==> config.mk <==
export PLATFORM = sky130hd
export DESIGN_NAME = ddr_refresh_ctrl_flat
export DESIGN_NICKNAME = d
export VERILOG_FILES = /design/src/rtl/ddr_refresh_ctrl_if.sv /design/src/rtl/ddr_refresh_ctrl.sv /design/src/flat_wrapper.sv
export SDC_FILE = /design/constraint.sdc
export NUM_CORES = 1
export LEC_CHECK = 0
export CAP_MARGIN = 20
export CORE_AREA = 2 2 61 63
export CTS_BUF_LIST = sky130_fd_sc_hd__clkbuf_8 sky130_fd_sc_hd__clkbuf_16
export DETAILED_ROUTE_END_ITERATION = 7
export DIE_AREA = 0 0 63 65
export GPL_TIMING_DRIVEN = 0
export PLACE_DENSITY = 0.82
export SETUP_SLACK_MARGIN = 0.02
export SYNTH_ARGS = -nofsm -noshare
export SYNTH_HDL_FRONTEND = slang
export SYNTH_SLANG_ARGS = --single-unit
==> constraint.sdc <==
create_clock -name CK_t -period 6.31 [get_ports CK_t]
set_clock_uncertainty 0.15 [all_clocks]
set_input_delay 0.631 -clock CK_t [delete_from_list [all_inputs] [get_ports CK_t]]
set_output_delay 0.631 -clock CK_t [all_outputs]
set_load 0.01 [all_outputs]
==> src/rtl/ddr_refresh_ctrl_if.sv <==
// rtl/ddr_refresh_ctrl_if.sv - controller <-> refresh engine handshake and status bundle
interface ddr_refresh_ctrl_if;
    logic       ini_done;
    logic       busy;
    logic       clear_refresh;
    logic       refresh_almost;
    logic       refresh_done;
    logic       refresh_urgent;
    logic       prea_cmd;
    logic       ref_cmd;
    logic [3:0] pending;
    logic       ref_overflow;

    modport master (
        output ini_done, busy, clear_refresh,
        input  refresh_almost, refresh_done, refresh_urgent,
        input  prea_cmd, ref_cmd, pending, ref_overflow
    );

    modport slave (
        input  ini_done, busy, clear_refresh,
        output refresh_almost, refresh_done, refresh_urgent,
        output prea_cmd, ref_cmd, pending, ref_overflow
    );
endinterface

==> src/rtl/ddr_refresh_ctrl.sv <==
// rtl/ddr_refresh_ctrl.sv - tREFI timer, postponed-refresh accounting and PREA/REF sequencer
module ddr_refresh_ctrl #(
    parameter int T_REFI        = 6240,
    parameter int T_RFC         = 280,
    parameter int T_RP          = 11,
    parameter int ALMOST_MARGIN = 64,
    parameter int MAX_PEND      = 8
) (
    input  logic               CK_t,
    input  logic               reset_n,
    ddr_refresh_ctrl_if.slave  rif
);
    localparam int IW      = $clog2(T_REFI);
    localparam int SEQ_MAX = (T_RFC > T_RP) ? T_RFC : T_RP;
    localparam int CW      = $clog2(SEQ_MAX);

    localparam logic [IW-1:0] ICNT_LAST = IW'(T_REFI - 1);
    localparam logic [IW-1:0] ALMOST_TH = IW'(T_REFI - ALMOST_MARGIN);
    localparam logic [3:0]    PEND_MAX  = 4'(MAX_PEND);
    localparam logic [CW-1:0] RP_LOAD   = CW'(T_RP - 2);
    localparam logic [CW-1:0] RFC_LOAD  = CW'(T_RFC - 2);

    typedef enum logic [2:0] {R_IDLE, R_PREA, R_TRP, R_REF, R_TRFC, R_DONE} state_t;

    state_t        state;
    logic [IW-1:0] icnt;
    logic [CW-1:0] wcnt;
    logic [3:0]    pend;
    logic          almost_q, done_q, urgent_q, prea_q, ref_q, ovf_q;

    logic [IW-1:0] icnt_nx;
    logic [3:0]    pend_nx;
    logic          tick, dec, ovf_set;

    // Tick and REF decrement cancel; decrement is gated so a cleared count cannot underflow.
    always_comb begin
        tick    = (icnt == ICNT_LAST);
        dec     = ref_q && (pend != 4'd0);
        icnt_nx = '0;
        pend_nx = pend;
        ovf_set = 1'b0;
        if (!rif.ini_done) begin
            pend_nx = 4'd0;
        end else begin
            icnt_nx = tick ? '0 : icnt + IW'(1);
            if (tick && !dec) begin
                if (pend == PEND_MAX) ovf_set = 1'b1;
                else                  pend_nx = pend + 4'd1;
            end else if (dec && !tick) begin
                pend_nx = pend - 4'd1;
            end
        end
    end

    always_ff @(posedge CK_t) begin
        if (!reset_n) begin
            state    <= R_IDLE;
            icnt     <= '0;
            wcnt     <= '0;
            pend     <= 4'd0;
            almost_q <= 1'b0;
            done_q   <= 1'b0;
            urgent_q <= 1'b0;
            prea_q   <= 1'b0;
            ref_q    <= 1'b0;
            ovf_q    <= 1'b0;
        end else begin
            icnt     <= icnt_nx;
            pend     <= pend_nx;
            almost_q <= (pend_nx != 4'd0) || (icnt_nx >= ALMOST_TH);
            urgent_q <= (pend_nx == PEND_MAX);
            if (ovf_set) ovf_q <= 1'b1;
            prea_q   <= 1'b0;
            ref_q    <= 1'b0;
            // Wait counters load N-2: one cycle is spent in the pulse state, one on the exit edge.
            case (state)
                R_IDLE: begin
                    if (pend != 4'd0 && rif.busy && !rif.clear_refresh) begin
                        state  <= R_PREA;
                        prea_q <= 1'b1;
                    end
                end
                R_PREA: begin
                    state <= R_TRP;
                    wcnt  <= RP_LOAD;
                end
                R_TRP: begin
                    if (wcnt == '0) begin
                        state <= R_REF;
                        ref_q <= 1'b1;
                    end else begin
                        wcnt <= wcnt - CW'(1);
                    end
                end
                R_REF: begin
                    state <= R_TRFC;
                    wcnt  <= RFC_LOAD;
                end
                R_TRFC: begin
                    if (wcnt == '0) begin
                        state  <= R_DONE;
                        done_q <= 1'b1;
                    end else begin
                        wcnt <= wcnt - CW'(1);
                    end
                end
                R_DONE: begin
                    if (rif.clear_refresh) begin
                        state  <= R_IDLE;
                        done_q <= 1'b0;
                    end
                end
                default: state <= R_IDLE;
            endcase
        end
    end

    assign rif.refresh_almost = almost_q;
    assign rif.refresh_done   = done_q;
    assign rif.refresh_urgent = urgent_q;
    assign rif.prea_cmd       = prea_q;
    assign rif.ref_cmd        = ref_q;
    assign rif.pending        = pend;
    assign rif.ref_overflow   = ovf_q;
endmodule

==> src/flat_wrapper.sv <==
// flat-port wrapper written by rule: the top's interface ports become plain ports
module ddr_refresh_ctrl_flat 
#(
    parameter int T_REFI        = 6240,
    parameter int T_RFC         = 280,
    parameter int T_RP          = 11,
    parameter int ALMOST_MARGIN = 64,
    parameter int MAX_PEND      = 8
)
  (CK_t, reset_n, rif_ini_done, rif_busy, rif_clear_refresh, rif_refresh_almost, rif_refresh_done, rif_refresh_urgent, rif_prea_cmd, rif_ref_cmd, rif_pending, rif_ref_overflow);
  ddr_refresh_ctrl_if rif_i ();
  input  logic CK_t;
  input  logic reset_n;
  input wire logic [$bits(rif_i.ini_done)-1:0] rif_ini_done;
  input wire logic [$bits(rif_i.busy)-1:0] rif_busy;
  input wire logic [$bits(rif_i.clear_refresh)-1:0] rif_clear_refresh;
  output wire logic [$bits(rif_i.refresh_almost)-1:0] rif_refresh_almost;
  output wire logic [$bits(rif_i.refresh_done)-1:0] rif_refresh_done;
  output wire logic [$bits(rif_i.refresh_urgent)-1:0] rif_refresh_urgent;
  output wire logic [$bits(rif_i.prea_cmd)-1:0] rif_prea_cmd;
  output wire logic [$bits(rif_i.ref_cmd)-1:0] rif_ref_cmd;
  output wire logic [$bits(rif_i.pending)-1:0] rif_pending;
  output wire logic [$bits(rif_i.ref_overflow)-1:0] rif_ref_overflow;
  assign rif_i.ini_done = rif_ini_done;
  assign rif_i.busy = rif_busy;
  assign rif_i.clear_refresh = rif_clear_refresh;
  assign rif_refresh_almost = rif_i.refresh_almost;
  assign rif_refresh_done = rif_i.refresh_done;
  assign rif_refresh_urgent = rif_i.refresh_urgent;
  assign rif_prea_cmd = rif_i.prea_cmd;
  assign rif_ref_cmd = rif_i.ref_cmd;
  assign rif_pending = rif_i.pending;
  assign rif_ref_overflow = rif_i.ref_overflow;
  ddr_refresh_ctrl #(.T_REFI(T_REFI), .T_RFC(T_RFC), .T_RP(T_RP), .ALMOST_MARGIN(ALMOST_MARGIN), .MAX_PEND(MAX_PEND)) u_core (.CK_t(CK_t), .reset_n(reset_n), .rif(rif_i));
endmodule
# ---- Yosys cells after proc, flatten, opt, wreduce, memory -nomap -nowiden
# Cells that the tools add are included.
dict set report op_classes {
  n_addsub 4
  n_lt_le_gt_ge 1
  eq_ne 13
  n_mux 21
  reduce_logical 21
}
# op n
set op_table {}
lappend op_table {{$pmux W9 S3} 1}
lappend op_table {{$mux W13} 2}
lappend op_table {{$pmux W3 S6} 1}
lappend op_table {{$mux W4} 4}
lappend op_table {{$add A13 B1 Y13 const B} 1}
lappend op_table {{$eq A13 B13 Y1 const B} 1}
lappend op_table {{$ge A13 B13 Y1 const B} 1}
lappend op_table {{$mux W3} 4}
lappend op_table {{$logic_not A9 Y1} 1}
lappend op_table {{$mux W9} 1}
lappend op_table {{$sub A9 B1 Y9 const B} 1}
lappend op_table {{$eq A4 B4 Y1 const B} 2}
lappend op_table {{$reduce_bool A4 Y1} 2}
lappend op_table {{$mux W1} 7}
lappend op_table {{$eq A3 B2 Y1 const B} 2}
lappend op_table {{$eq A3 B3 Y1 const B} 2}
lappend op_table {{$ne A2 B1 Y1 const B} 3}
lappend op_table {{$reduce_and A2 Y1} 3}
lappend op_table {{$logic_and A1 B1 Y1} 5}
lappend op_table {{$add A4 B1 Y4 const B} 1}
lappend op_table {{$ne A2 B2 Y1 const B} 2}
lappend op_table {{$reduce_and A4 Y1} 1}
lappend op_table {{$sub A4 B1 Y4 const B} 1}
lappend op_table {{$eq A3 B1 Y1 const B} 1}
lappend op_table {{8 further kinds} 10}
dict set report word_totals {
  reg_bits 35
  in_bits 5
  out_inout_bits 10
  word_cells 70
}

# ---- Longest topological paths before layout
# Gate-level depths: netlist of run 1.
dict set report depth {
  depth_word 8
  mapped_depth 9
  depth_no_buf 8
}

# ---- Worst setup path after synthesis of run 1
# Ideal clock, no wire load.
dict set report synth_timing {
  path_type {reg2reg}
  startpoint {register u_core.icnt[7]}
  endpoint {register u_core.urgent_q, in the netlist u_core.rif.refresh_urgent}
  setup_time_ps 115
  t_arrival_ps 2194
  required_time_ps 6045
  setup_slack_ps 3851
  path_stages_with_launch 9
  n_path_buf 2
  period_less_slack_ps 2459
  cell_sequence {dfxtp_1 -> buf_6 -> or4_4 -> or4_4 -> buf_6 -> maj3_2 -> a22oi_2 -> a221oi_2 -> and2_1}
}
dict set report synth_via {
  elab_chain_cells 7
  elab_cells_between_ends 8
  cone_classes {2 x eq/ne; 3 x mux; 3 x reduce/logical}
}
# item line
set synth_rtl {}
lappend synth_rtl {{start, declared} ddr_refresh_ctrl.sv:26} ;# logic [IW-1:0] icnt;
lappend synth_rtl {{start signal, assigned} ddr_refresh_ctrl.sv:68} ;# icnt <= icnt_nx;
lappend synth_rtl {{$eq A13 B13 Y1 *} ddr_refresh_ctrl.sv:37} ;# tick = (icnt == ICNT_LAST);
lappend synth_rtl {{$logic_not A1 Y1} ddr_refresh_ctrl.sv:49} ;# end else if (dec && !tick) begin
lappend synth_rtl {{$logic_and A1 B1 Y1} ddr_refresh_ctrl.sv:49}
lappend synth_rtl {{$mux W4} ddr_refresh_ctrl.sv:49}
lappend synth_rtl {{$mux W4 *} ddr_refresh_ctrl.sv:46} ;# if (tick && !dec) begin
lappend synth_rtl {{$mux W4 *} ddr_refresh_ctrl.sv:42} ;# if (!rif.ini_done) begin
lappend synth_rtl {{$eq A4 B4 Y1 *} ddr_refresh_ctrl.sv:71} ;# urgent_q <= (pend_nx == PEND_MAX);
lappend synth_rtl {{end signal, assigned} ddr_refresh_ctrl.sv:71}
lappend synth_rtl {{end, declared} ddr_refresh_ctrl.sv:29} ;# logic almost_q, done_q, urgent_q, prea_q, ref_q, ovf_q;
# Every way passes the cells marked *; elsewhere a longest branch is shown, timed or not.
# A chain may end at the register's enable or synchronous reset.

# ---- Worst setup path after layout of run 1
dict set report layout_timing {
  startpoint {register u_core.icnt[0]}
  endpoint {register u_core.almost_q, in the netlist u_core.rif.refresh_almost}
}
dict set report layout_via {
  elab_chain_cells 8
  elab_cells_between_ends 13
  cone_classes {1 x add/sub; 1 x order compare; 1 x eq/ne; 5 x mux; 5 x reduce/logical}
}
# item line
set layout_rtl {}
lappend layout_rtl {{parallel branches: the longest is 7 deep, another holds $add A13 B1 Y13} n/a}
lappend layout_rtl {{$logic_or A1 B1 Y1 *} ddr_refresh_ctrl.sv:70} ;# almost_q <= (pend_nx != 4'd0) || (icnt_nx >= ALMOST_TH);
lappend layout_rtl {{end signal, assigned} ddr_refresh_ctrl.sv:70}
lappend layout_rtl {{end, declared} ddr_refresh_ctrl.sv:29}
# Mark *: on every way between the ends.

==> results of run 1 <==
## worst reg2reg max path, stage by stage, from the launching register on
cell and delay (ps):
dfxtp_1 400, ha_1 210, nand3_1 270, or4_4 620, buf_6 150, o31ai_1 270
a31oi_1 110, a221oi_2 270, a31oi_1 120
## per-layer routing
layer | up-vias | track usage (%) | wire [um]
met5 | - | 0 | 0
met4 | 0 | 11.4 | 73
met3 | 7 | 5.56 | 257
met2 | 72 | 42.0 | 2180
met1 | 930 | 29.7 | 1990
li1 | 994 | - | -
## layout by cell type, fill, tap and decap left out, types with 3 or more instances in the layout
cell	instances
xor2_1	7
and3_1	3
nor3b_1	3
clkdlybuf4s50_1	13
nor3_1	12
nand2_1	18
nand4_1	4
a31oi_1	4
nand3_1	12
xnor2_1	9
nor2_1	39
a21oi_1	13
clkbuf_1	11
clkbuf_8	5
nor2b_1	5
inv_1	11
or3_1	3
mux2i_1	3
ha_1	5
o31ai_1	6
o21ai_0	13
dfxtp_1	35
## registers in the layout (all words and copies together) (netlist names)
| name | count |
|---|---|
| u_core.icnt | 13 |
| u_core.rif.refresh_done | 1 |
| u_core.rif.ref_cmd | 1 |
| u_core.rif.pending | 4 |
| u_core.rif.refresh_almost | 1 |
| u_core.rif.refresh_urgent | 1 |
| u_core.rif.ref_overflow | 1 |
| u_core.wcnt | 9 |
| u_core.state | 3 |
| u_core.rif.prea_cmd | 1 |
## logic make-up after synthesis
family,share of synthesized area (%)
xor gates and xnor gates,6.73
buffers and inverters,5.41
DFF,33.6
muxes,1.98
AOI/OAI and AO/OA,17.8
and+or+nand+nor,30.5
adders and majority gates,4.02
## path summary, 6_finish.rpt
path / endpoint / from / depth (start not counted) / slack [ps]
worst max-delay path: u_core.rif.refresh_almost / u_core.icnt[0] / 8 / 3620
worst min-delay path: u_core.icnt[0] / u_core.icnt[0] / 1 / 330
worst max register to register: u_core.rif.refresh_almost / u_core.icnt[0] / 8 / 3620
worst min register to register: u_core.icnt[0] / u_core.icnt[0] / 1 / 330
## power by group
part	total [mW]	leakage (nW)	internal, mW	switching, mW
Combinational	0.0678	0.499	0.0259	0.0418
Clock	0.159	0.0453	0.0755	0.0836
Sequential	0.228	0.282	0.225	0.00325
Total	0.455	0.827	0.326	0.129
## per-stage QoR
| step | std cells | power [mW] | worst slack, ps | hold WS [ps] | utilization, % |
|---|---|---|---|---|---|
| final | 331 | 0.455 | 3620 | 330 | 67.5 |
| after floorplan | 262 | 0.283 | 3850 | 291 | - |
| after detailed placement | 323 | 0.299 | 3650 | 319 | 65.0 |
| after global placement | 323 | 0.299 | 3630 | 309 | 65.0 |
| after global routing | 331 | 0.479 | 3430 | 357 | 67.5 |
| after CTS | 331 | 0.459 | 3640 | 336 | 67.5 |
## final cells by class
type                            instances  area (um2)  share of cell area (%)
Multi-Input combinational cell        201        1270                    53.8
Clock buffer                            5        68.8                    2.92
Clock inverter                          3        16.3                   0.690
Inverter                               12        45.0                    1.91
Sequential cell                        35         701                    29.7
Buffer                                 14        67.6                    2.86
Tap cell                               48        60.1                    2.55
Timing Repair Buffer                   13         130                    5.52
## cell usage after synthesis, types with 2 or more instances
cell | count | area (um2)
a211o_1 | 2 | 17.5
a21oi_1 | 13 | 65.1
a221oi_1 | 2 | 17.5
a31oi_1 | 4 | 25.0
a41oi_1 | 2 | 17.5
and2_1 | 2 | 12.5
and3_1 | 3 | 18.8
and4_1 | 2 | 17.5
and4b_1 | 2 | 20.0
buf_6 | 2 | 22.5
clkbuf_1 | 11 | 41.3
clkinv_1 | 2 | 7.51
dfxtp_1 | 35 | 701
ha_1 | 5 | 62.6
inv_1 | 10 | 37.5
mux2i_1 | 3 | 30.0
nand2_1 | 18 | 67.6
nand3_1 | 12 | 60.1
nand4_1 | 4 | 25.0
nor2_1 | 39 | 146
nor2b_1 | 5 | 31.3
nor3_1 | 12 | 60.1
nor3b_1 | 3 | 22.5
nor4_1 | 2 | 12.5
o21ai_0 | 13 | 65.1
o22ai_1 | 2 | 12.5
o31ai_1 | 6 | 45.0
or3_1 | 3 | 18.8
or4_4 | 2 | 22.5
xnor2_1 | 9 | 78.8
xor2_1 | 7 | 61.3
==> impl_metrics.env, run 1 <==
export IMPL_outcome="finished clean"
export IMPL_overflow=0
export IMPL_cp_data_arrival_time_ps=2710
export IMPL_synth_avg_cell_area_um2=7.95
export IMPL_rows=22
export IMPL_synth_edf_count=0
export IMPL_critPathMostFrequentCell="a31oi_1"
export IMPL_placed_cell_area_mm2=0.00227
export IMPL_antenna_found_initial=0
export IMPL_die_h_um=65
export IMPL_ys_seq_area_share_pct=33.6
export IMPL_path_clk_slew_ps=70
export IMPL_hold_path_class="register to register"
export IMPL_drc_errors=0
export IMPL_final_nets=292
export IMPL_io_buffers=13
export IMPL_layout_drive_gt1_share_pct=7.77
export IMPL_slowest_delay_ps=620
export IMPL_period_needed_ps=2690
export IMPL_synth_seq_cells=35
export IMPL_synth_ff_type="dfxtp_1"
export IMPL_ios=15
export IMPL_totalNegativeSetupSlack_ps=0
export IMPL_dr_pass1_iters=5
export IMPL_fmax_mhz=372
export IMPL_routedWlPerCell_um=13.6
export IMPL_ys_warn_count=0
export IMPL_drv_cap=0
export IMPL_p_per_area_mw_per_mm2=193
export IMPL_worst_slew_pin_slew_ps=532
export IMPL_synthesis_nets=272
export IMPL_vias_per_cell=6.05
export IMPL_worst_path_buf_inv=1
export IMPL_grt_pass1_wl_mm=7.98
export IMPL_yosysUniqueCellTypes=56
export IMPL_post_route_period_util_pct=42.6
export IMPL_grt_max_degree=12
export IMPL_crit_fanout=8
export IMPL_path_class="register to register"
export IMPL_slew_viol_final=0
export IMPL_routed_wl_mm=4.50
export IMPL_vias=2003
export IMPL_drt_iter0_drc=162
export IMPL_first_global_vias=1788
export IMPL_fillers=313
export IMPL_die_w_um=63
export IMPL_gp_congestion=0.954
export IMPL_post_cts_setup_buffers=0
export IMPL_netlist_area_mm2=0.00208
export IMPL_worstPathCellList="ha_1 -> nand3_1 -> or4_4 -> buf_6 -> o31ai_1 -> a31oi_1 -> a221oi_2 -> a31oi_1"
export IMPL_area_growth_pct=13.2
export IMPL_initial_core_util_pct=59.6
export IMPL_htreeDepth=2
export IMPL_cp_required_ps=6330
export IMPL_critPathTopFamily="simple AND/OR/NAND/NOR gates"
export IMPL_ctsRootBufferMaster="clkbuf_8"
export IMPL_cts_buffer_depth=2
export IMPL_holdBufCountCts=0
export IMPL_postRouteAntennaNets=0
export IMPL_hpwlAfterDp_mm=3.19
export IMPL_slew_headroom_pct=64.3
export IMPL_insertion_delay_ps=290
export IMPL_postLayoutCellArea_mm2=0.00236
export IMPL_postSynthCellCount=262
export IMPL_startpoint_type="register"
export IMPL_rsz0062_at_grt="no"
export IMPL_cpMaxStageDelayCell="or4_4"
export IMPL_ir_worst_vdd_mv=0.107
export IMPL_post_cts_resized=0
export IMPL_finalHoldViolCount=0
export IMPL_setup_viol=0
export IMPL_cp_end_kind="register"
export IMPL_p_leak_nw=0.827
export IMPL_synthArstFlopShare_pct=0
export IMPL_cts_tree="yes"
export IMPL_die_area_mm2=0.00410
export IMPL_num_antenna_cells=0
export IMPL_grt_usage_pct=24.7
export IMPL_cts_sinks=35
export IMPL_cts_buffers=5
export IMPL_core_area_mm2=0.00350
(Power assumes the default switching activity.)
==> inputs of run 2 (changes only) <==
--- a/config.mk
+++ b/config.mk
@@ -6,12 +6,12 @@
 export NUM_CORES = 1
 export LEC_CHECK = 0
 export CAP_MARGIN = 20
-export CORE_AREA = 2 2 61 63
+export CORE_AREA = 2 2 67 69
 export CTS_BUF_LIST = sky130_fd_sc_hd__clkbuf_8 sky130_fd_sc_hd__clkbuf_16
 export DETAILED_ROUTE_END_ITERATION = 7
-export DIE_AREA = 0 0 63 65
+export DIE_AREA = 0 0 69 71
 export GPL_TIMING_DRIVEN = 0
-export PLACE_DENSITY = 0.82
+export PLACE_DENSITY = 0.72
 export SETUP_SLACK_MARGIN = 0.02
 export SYNTH_ARGS = -nofsm -noshare
 export SYNTH_HDL_FRONTEND = slang
==> constraint.sdc (replaced) <==
create_clock -name CK_t -period 2.4 [get_ports CK_t]
set_clock_uncertainty 0.15 [all_clocks]
set_input_delay 0.24 -clock CK_t [delete_from_list [all_inputs] [get_ports CK_t]]
set_output_delay 0.24 -clock CK_t [all_outputs]
set_load 0.01 [all_outputs]
==> run 2 against run 1 <==
  * Register-to-register slack got worse by 3700 ps
  * Global-route usage decreased by 3.8 points
  * Combinational power increased to 3.1 times the previous value
  * Worst setup slack got worse by 3700 ps
  * Critical endpoint is now u_core.rif.refresh_urgent
  * Power increased to 3.0 times the previous value
  * Final area increased by 5.0%
  * Non-clock buffer count increased by 2
  * Maximum frequency increased by 6.7%
  * Routed wire length increased by 9.6%
  * Count of clock-buffer cells in the layout unchanged
  * The run now ends with negative setup slack left
  * Sequential share of layout area decreased by 0.82 points
==> impl_metrics.env, run 2 (synthesis gave the netlist of run 1 again) <==
export IMPL_outcome="finished with violations"
export IMPL_violations="negative setup slack"
export IMPL_vias_per_cell=5.95
export IMPL_routed_wl_mm=4.93
export IMPL_hold_path_class="primary input to register"
export IMPL_min_path_cells=3
export IMPL_drc_errors=0
export IMPL_cts_buffer_depth=2
export IMPL_drv_cap=0
export IMPL_postRouteAntennaNets=0
export IMPL_post_place_ws_ps=-323
export IMPL_core_area_mm2=0.00420
export IMPL_die_w_um=69
export IMPL_die_area_mm2=0.00490
export IMPL_mostFrequentLayoutCell="nor2_1"
export IMPL_cp_depth=6
export IMPL_worst_path_buf_inv=0
export IMPL_setup_viol=2
export IMPL_drt_met1_wl_mm=2.27
export IMPL_io_buffers=13
export IMPL_crit_fanout=8
export IMPL_cts_buffers=5
export IMPL_first_global_vias=1808
export IMPL_worst_slew_pin_slew_ps=515
export IMPL_setup_slack_ps=-120
export IMPL_area_growth_pct=18.9
export IMPL_final_nets=294
export IMPL_r2r_end="u_core.rif.refresh_urgent"
export IMPL_p_per_area_mw_per_mm2=552
export IMPL_topRoutingLayerUsed="met4"
export IMPL_fmax_mhz=397
export IMPL_period_needed_ps=2520
export IMPL_r2r_start="u_core.icnt[8]"
export IMPL_cp_required_ps=2450
export IMPL_routed_wl_met3_um=248
export IMPL_layout_drive_gt1_share_pct=13.7
export IMPL_slowest_delay_ps=590
export IMPL_regMostFlops="u_core.icnt"
export IMPL_routedWlPerCell_um=14.6
export IMPL_largest_reg_flops=13
export IMPL_slew_headroom_pct=65.5
export IMPL_cp_end_kind="register"
export IMPL_cpMaxStageDelayCell="or4_4"
export IMPL_overflow=0
export IMPL_num_antenna_cells=0
export IMPL_cts_sinks=35
export IMPL_critPathMostFrequentCell="or4_4"
export IMPL_hold_end="u_core.wcnt[1]"
export IMPL_htreeDepth=2
export IMPL_ios=15
export IMPL_p_leak_nw=0.869
export IMPL_path_class="register to register"
export IMPL_rsz0062_at_grt="yes"
export IMPL_slew_viol_final=0
export IMPL_layout_common_cells="nor2_1, dfxtp_1, nand2_1"
export IMPL_fin_cells=337
export IMPL_post_route_period_util_pct=105
export IMPL_rows=24
export IMPL_dr_pass1_iters=5
export IMPL_min_from="reset_n"
export IMPL_grt_usage_pct=20.9
export IMPL_cp_data_arrival_time_ps=2570
export IMPL_drt_iter0_drc=229
export IMPL_initial_core_util_pct=49.6
export IMPL_r2r_cells=6
export IMPL_startpoint_type="register"
export IMPL_ir_worst_vdd_mv=0.420
export IMPL_whs_ps=226
export IMPL_path_clk_slew_ps=80
export IMPL_critPathTopFamily="simple AND/OR/NAND/NOR gates"
export IMPL_ctsRootBufferMaster="clkbuf_8"
export IMPL_rrSetupSlack_ps=-120
export IMPL_grt_max_degree=13
export IMPL_final_util_pct=58.9
export IMPL_vias=2005
export IMPL_place_inst=327
export IMPL_grt_pass1_wl_mm=8.46
export IMPL_die_h_um=71
export IMPL_worstPathCellList="or4_4 -> or4_4 -> maj3_2 -> a22oi_2 -> a221oi_2 -> and2_1"
export IMPL_antenna_found_initial=0
export IMPL_cts_tree="yes"
export IMPL_wl_met2_mm=2.32
export IMPL_gp_congestion=0.883
export IMPL_finalHoldViolCount=0
export IMPL_hpwlAfterDp_mm=3.33
export IMPL_insertion_delay_ps=300
## run 2: cell count changes in the layout (fill, tap and decap cells not counted), moves of 2 or more
cell and delta:
buf_4 +6, clkbuf_1 -2, inv_4 +2, dfxtp_4 +4, nand3_1 -2, buf_6 -2
dfxtp_1 -4, inv_1 -3
## run 2: power by group
group | internal (mW) | leakage [nW] | switching [mW]
sequential | 0.588 | 0.285 | 0.00916
clock | 0.310 | 0.0581 | 0.246
combinational | 0.0939 | 0.525 | 0.119
total | 0.992 | 0.869 | 0.375
## run 2: worst max path at each step
stage / startpoint / end
after floorplan: u_core.icnt[7] / u_core.rif.refresh_urgent
after global placement: u_core.icnt[0] / u_core.rif.refresh_urgent
after detailed placement: u_core.icnt[0] / u_core.rif.refresh_urgent
after CTS: u_core.icnt[8] / u_core.rif.refresh_urgent
after global routing: u_core.icnt[8] / u_core.rif.refresh_almost
final: u_core.icnt[8] / u_core.rif.refresh_urgent
## run 2: worst reg2reg max path, cell delays in order, from the launching register on
cell,delay [ps]
dfxtp_4,350
or4_4,550
or4_4,590
maj3_2,340
a22oi_2,190
a221oi_2,100
and2_1,150
## run 2: cell type report
class	count	area, um2
buffer	10	37.5
clock buffer	5	68.8
clock inverter	3	43.8
fill	393	1730
inverter	12	50.0
multi-input combinational	201	1320
sequential	35	716
tap	52	65.1
timing repair buffer	19	175
## run 2: repair_timing
item,4_1_cts,5_1_grt
hold buffers,0,0
buffers inserted,4,2
pin swaps,7,3
setup endpoints to repair,23,10
gates resized for setup,11,12
## run 2: routing by layer
layer  up-vias  global-route usage [%]
li1        989                       -
met2        63                    35.3
met1       942                    26.6
met5         -                       0
met4         0                    7.19
met3        11                    4.56
## run 2: through the flow
step	area (um2)	setup TNS [ps]	total power [mW]
finish	2480	-217	1.37
floorplan	2080	-66.3	0.745
detailed placement	2280	-3010	0.787
global route	2480	-460	1.41
CTS	2430	-209	1.35
global placement	2280	-2650	0.784
